$ cat src/rtl/game_controller.sv
// Game state sequencer for the runner game: DEAD/GRACE/PLAY flow, BCD score
// and high-score tracking, driven by the per-frame animate tick.
module game_controller #(
  parameter int GRACE_FRAMES     = 120,
  parameter int DEAD_HOLD_FRAMES = 60,
  parameter int SCORE_DIV        = 6
) (
  input  logic        i_clk,
  input  logic        i_rst,
  input  logic        i_animate,
  input  logic        i_collision,
  input  logic        i_start,
  output logic [1:0]  o_game_state,
  output logic [15:0] o_score,
  output logic [15:0] o_high_score,
  output logic        o_new_high
);

  typedef enum logic [1:0] {
    DEAD  = 2'b00,
    GRACE = 2'b01,
    PLAY  = 2'b10
  } state_t;

  localparam logic [7:0] DEAD_HOLD  = 8'(DEAD_HOLD_FRAMES);
  localparam logic [7:0] GRACE_LAST = 8'(GRACE_FRAMES - 1);
  localparam logic [7:0] SCORE_LAST = 8'(SCORE_DIV - 1);

  state_t     state;
  state_t     state_next;
  logic       start_meta;
  logic       start_sync;
  logic       start_prev;
  logic       press;
  logic       collision_q;
  logic       hit;
  logic [7:0] frame_cnt;
  logic [7:0] div_cnt;
  logic       state_change;
  logic       score_tick;
  logic       enter_grace;
  logic       enter_dead;

  function automatic logic [15:0] bcd_inc(input logic [15:0] value);
    logic [15:0] result;
    logic        carry;
    result = value;
    carry  = 1'b1;
    for (int i = 0; i < 4; i++) begin
      if (carry) begin
        if (result[4*i +: 4] == 4'd9) begin
          result[4*i +: 4] = 4'd0;
        end else begin
          result[4*i +: 4] = result[4*i +: 4] + 4'd1;
          carry            = 1'b0;
        end
      end
    end
    return result;
  endfunction

  // i_start is asynchronous: two flops for metastability, a third for the edge
  always_ff @(posedge i_clk or posedge i_rst) begin
    if (i_rst) begin
      start_meta <= 1'b0;
      start_sync <= 1'b0;
      start_prev <= 1'b0;
    end else begin
      start_meta <= i_start;
      start_sync <= start_meta;
      start_prev <= start_sync;
    end
  end

  assign press = start_sync & ~start_prev;

  always_ff @(posedge i_clk or posedge i_rst) begin
    if (i_rst) begin
      collision_q <= 1'b0;
    end else begin
      collision_q <= i_collision;
    end
  end

  assign hit = collision_q && (state == PLAY);

  always_ff @(posedge i_clk or posedge i_rst) begin
    if (i_rst) begin
      state <= DEAD;
    end else begin
      state <= state_next;
    end
  end

  always_comb begin
    state_next = state;
    case (state)
      DEAD: begin
        if (press && (frame_cnt >= DEAD_HOLD)) begin
          state_next = GRACE;
        end
      end
      GRACE: begin
        if (i_animate && (frame_cnt == GRACE_LAST)) begin
          state_next = PLAY;
        end
      end
      PLAY: begin
        if (hit) begin
          state_next = DEAD;
        end
      end
      default: state_next = DEAD;
    endcase
  end

  assign state_change = (state_next != state);
  assign enter_grace  = (state == DEAD) && (state_next == GRACE);
  assign enter_dead   = (state == PLAY) && (state_next == DEAD);
  assign score_tick   = (state == PLAY) && !hit && i_animate && (div_cnt == SCORE_LAST);

  // Reset value 255 lets the very first press start a game immediately
  always_ff @(posedge i_clk or posedge i_rst) begin
    if (i_rst) begin
      frame_cnt <= 8'hFF;
    end else if (state_change) begin
      frame_cnt <= 8'h00;
    end else if (i_animate && (frame_cnt != 8'hFF)) begin
      frame_cnt <= frame_cnt + 8'h01;
    end
  end

  always_ff @(posedge i_clk or posedge i_rst) begin
    if (i_rst) begin
      div_cnt <= 8'h00;
    end else if (state != PLAY) begin
      div_cnt <= 8'h00;
    end else if (i_animate && !hit) begin
      div_cnt <= score_tick ? 8'h00 : div_cnt + 8'h01;
    end
  end

  always_ff @(posedge i_clk or posedge i_rst) begin
    if (i_rst) begin
      o_score <= 16'h0000;
    end else if (enter_grace) begin
      o_score <= 16'h0000;
    end else if (score_tick) begin
      o_score <= bcd_inc(o_score);
    end
  end

  // BCD digits are ordered, so a plain binary compare ranks scores correctly
  always_ff @(posedge i_clk or posedge i_rst) begin
    if (i_rst) begin
      o_high_score <= 16'h0000;
      o_new_high   <= 1'b0;
    end else begin
      o_new_high <= 1'b0;
      if (enter_dead && (o_score > o_high_score)) begin
        o_high_score <= o_score;
        o_new_high   <= 1'b1;
      end
    end
  end

  assign o_game_state = state;

endmodule

$ cat config.mk
export PLATFORM = sky130hd
export DESIGN_NAME = game_controller
export DESIGN_NICKNAME = d
export VERILOG_FILES = /design/src/rtl/game_controller.sv
export SDC_FILE = /design/constraint.sdc
export NUM_CORES = 1
export LEC_CHECK = 0
export CAP_MARGIN = 30
export CORE_MARGIN = 2
export CORE_UTILIZATION = 50
export DETAILED_ROUTE_END_ITERATION = 8
export GPL_ROUTABILITY_DRIVEN = 0
export PLACE_DENSITY = 0.79
export SLEW_MARGIN = 20
export SYNTH_ARGS = -nofsm -noshare
export SYNTH_HDL_FRONTEND = slang
export SYNTH_SLANG_ARGS = --single-unit
$ cat constraint.sdc
create_clock -name i_clk -period 2.1 [get_ports i_clk]
set_input_delay 0.63 -clock i_clk [delete_from_list [all_inputs] [get_ports i_clk]]
set_output_delay 0.63 -clock i_clk [all_outputs]
set_load 0.05 [all_outputs]
==> results by group <==
Outcome
  • Status: finished, violations left
  • Failing checks: setup timing

Timing
  • Final hold violation count: 0
  • PnR worst setup slack: -257 ps
  • Tcrit/Tclk final: 112%
  • Fin Clk Skew: between 9 and 10 ps
  • Max-slew violations: 0
  • Crit path time final: roughly 2400 ps
  • Fmax: around 420 MHz
  • Hold_ws: 382 ps
  • RSZ-0062 raised after global routing: yes
  • Tightest Pin Transition: around 450 ps
  • Slew headroom: 70.0%
  • Final setup vio count: 31

Logic synthesis
  • Synth Flop Type: dfrtp_1
  • Total of flip-flops plus latches after synthesis: 55
  • Cell area after synthesis: slightly above 0.003 mm2
  • Yosys cell types: 48
  • Synth Warn #: 0
  • EDFF count, synth: 0
  • Post-Syn Instances: 309
  • Async S/R FF share, synth: 100%
  • Post-synth net total: between 300 and 400
  • Post-synthesis sequential area ratio: around 45%
  • Avg Synthesized Cell Area: 10.0 um2

Clocking
  • Total CTS buffers: 5
  • CTS clk-pin slew, worst paths: about 100 ps
  • CTS H-tree lvls: 2
  • Clk Latency, worst-skew pair: 310 ps
  • Clock buffer depth: 2
  • CTS tree: done
  • Root Driver: clkbuf_8
  • Clock sinks: 55

GRT
  • Via count of the first global-routing pass: around 2,600
  • Largest net degree at the start of global routing: 50
  • Gr usage total: 23.3%
  • Total gr overflow: 0
  • First-pass GRT wire length: 12.0 mm
  • Initial antenna violation count: 0

Detailed routing
  • Initial DRC count: around 180
  • Via Count: roughly 2,800
  • Routed WL: approximately 9 mm
  • TritonRoute pass-1 iters: 5
  • Residual DRC: 0
  • Via/cell ratio: between 5 and 6
  • Final ANT Viol Nets: 0
  • WL/cell: about 17 um

Setup path
  • FF-to-FF setup slack: -260 ps
  • Critical Path Sink Type: flop
  • Crit Path Category: reg2reg
  • Startpoint types: flop
  • Worst endpoint required time: ~2300 ps
  • Max FO, Critical Path: 7
  • Worst R2R Path Depth: 8
  • Crit path arrival time: between 2000 and 3000 ps

Power and ir drop
  • Static Leak: about 2.0 nW
  • Pwr dens: 570 mW/mm2
  • Peak VDD IR: about 420 uV

Finish
  • Fraction of layout cells with a size suffix above 1: 48.5%
  • Final core occ: 74.9%
  • Area grow syn2layout: 44.1%
  • Fill cells: 382
  • Nets: 461
  • N_diodes: 0

Die
  • Top-level I/O count: 40
  • CORE AREA: roughly 0.0060 mm2
  • Overall die height: 82.7 um
  • Initial core utilization: a little over 50%
  • Row count: 28
  • Die ar.: 0.00684 mm2
  • Die width: 82.7 um

Run
  • Max_cap viols: 0

Hold path
  • Hold Crit Depth: 0
  • Hold WC Path Type: reg2reg

Placement
  • Hpwl dp: 5.59 mm
  • Port bufs: 39
Yosys cell counts (all sizes together) (4+ instances only):
| library cell | instances | share of area, % |
|---|---|---|
| inv | 28 | 3.4 |
| xnor2 | 6 | 1.7 |
| nor2 | 36 | 4.4 |
| mux2 | 12 | 4.4 |
| nand2 | 22 | 2.7 |
| nor3 | 7 | 1.1 |
| or3 | 5 | 1.0 |
| ha | 28 | 11 |
| nand4 | 9 | 1.8 |
| mux2i | 8 | 2.6 |
| dfrtp | 47 | 38 |
| dfstp | 8 | 6.8 |
| a21oi | 19 | 3.2 |
| o21ai | 14 | 2.3 |
| nand3 | 11 | 1.9 |
| nand2b | 4 | 0.81 |
metrics by stage:
| step | setup WS [ps] | total power, mW | setup TNS (ps) | std cells | cell area, um2 |
|---|---|---|---|---|---|
| global route | -268 | 2.67 | -7000 | 504 | 4460 |
| detailed placement | -459 | 1.89 | -10120 | 484 | 4030 |
| finish | -257 | 2.54 | -4900 | 504 | 4460 |
| floorplan | -259 | 1.68 | -2270 | 309 | 3160 |
| CTS | -116 | 2.48 | -1450 | 498 | 4220 |
| global placement | -354 | 1.87 | -8690 | 484 | 4030 |
critical path: stages (launching register included):
cell       delay, ps
dfrtp_2          420
ha_1             350
buf_4            160
a41oi_1          250
o21ai_0          170
a22oi_2          230
a31oi_4          170
clkbuf_16        210
mux2_4           290
final timing paths:
path,end,from
setup reg to reg,o_high_score[7]$_DFFE_PP0P_,o_score[7]$_DFFE_PP0P_
hold / removal,start_prev$_DFF_PP0_,start_sync$_DFF_PP0_
hold reg to reg,start_prev$_DFF_PP0_,start_sync$_DFF_PP0_
max in group asynchronous,frame_cnt[7]$_DFFE_PP1P_,i_rst
min in group asynchronous,start_sync$_DFF_PP0_,i_rst
setup / recovery,o_high_score[7]$_DFFE_PP0P_,o_score[7]$_DFFE_PP0P_
per-layer routing:
layer	routed length (um)	track usage, %	vias up
li1	-	-	1317
met1	3530	29.1	1401
met2	4540	40.2	89
met3	388	4.13	29
met4	295	8.85	0
met5	0	0	-
placed cells by master (no fill, tap or decap), types with 2 or more instances in the layout:
cell             instances
dfrtp_1                 16
mux2_4                  12
or3_1                    3
buf_6                    5
nor2b_1                  3
nand2b_1                 4
and3_1                   3
xnor2_1                  6
nand4_1                  9
dfrtp_2                 31
o21a_1                   3
ha_4                     6
a41oi_1                  2
clkbuf_1                 3
clkdlybuf4s50_1          3
nor2_1                  35
inv_1                   23
clkbuf_8                 5
inv_2                    5
or3_4                    2
dfstp_2                  8
o21ai_0                 13
nand3b_1                 2
nand2_1                 21
a21oi_1                 16
nand3_1                  9
buf_12                   2
buf_4                  104
ha_1                    21
nor3_2                   2
xor2_1                   3
nor4_4                   2
a21oi_2                  3
nor3_1                   4
a31oi_1                  2
mux2i_1                  8
kinds of logic (layout without fill, tap and decap cells):
kind of cell	Yosys count	in the layout	share of synthesized area (%)
and+or+nand+nor	114	114	19.5
DFF	55	55	44.8
AOI/OAI and AO/OA	51	51	10.7
buffers and inverters	32	152	4.24
adders and majority gates	28	28	11.3
muxes	20	20	6.95
xor gates and xnor gates	9	9	2.55
power breakdown:
group	internal (mW)	switching, mW
Clock	0.238	0.345
Combinational	0.268	0.377
Sequential	1.19	0.120
Total	1.70	0.843
timing repair:
action                     in CTS  in global routing
gates cloned                    0                  1
resized for setup              14                 36
buffers inserted                6                  5
pin swaps                       8                 12
hold buffers                    0                  0
setup endpoints to repair      30                 31
flip-flops by register name, indices dropped and copies added (netlist names):
register / count
collision_q: 1
div_cnt: 8
frame_cnt: 8
o_game_state: 2
o_high_score: 16
o_new_high: 1
o_score: 16
start_meta: 1
start_prev: 1
start_sync: 1
final cells by class:
type / count / area, um2 / area share (%)
Multi-Input combinational cell: 222 / 1820 / 40.7
Sequential cell: 55 / 1430 / 31.9
Timing Repair Buffer: 116 / 941 / 21.1
Inverter: 28 / 105 / 2.36
Tap cell: 75 / 93.8 / 2.10
Clock buffer: 8 / 80.1 / 1.80
Note: power is estimated with default switching activity, not from simulation.
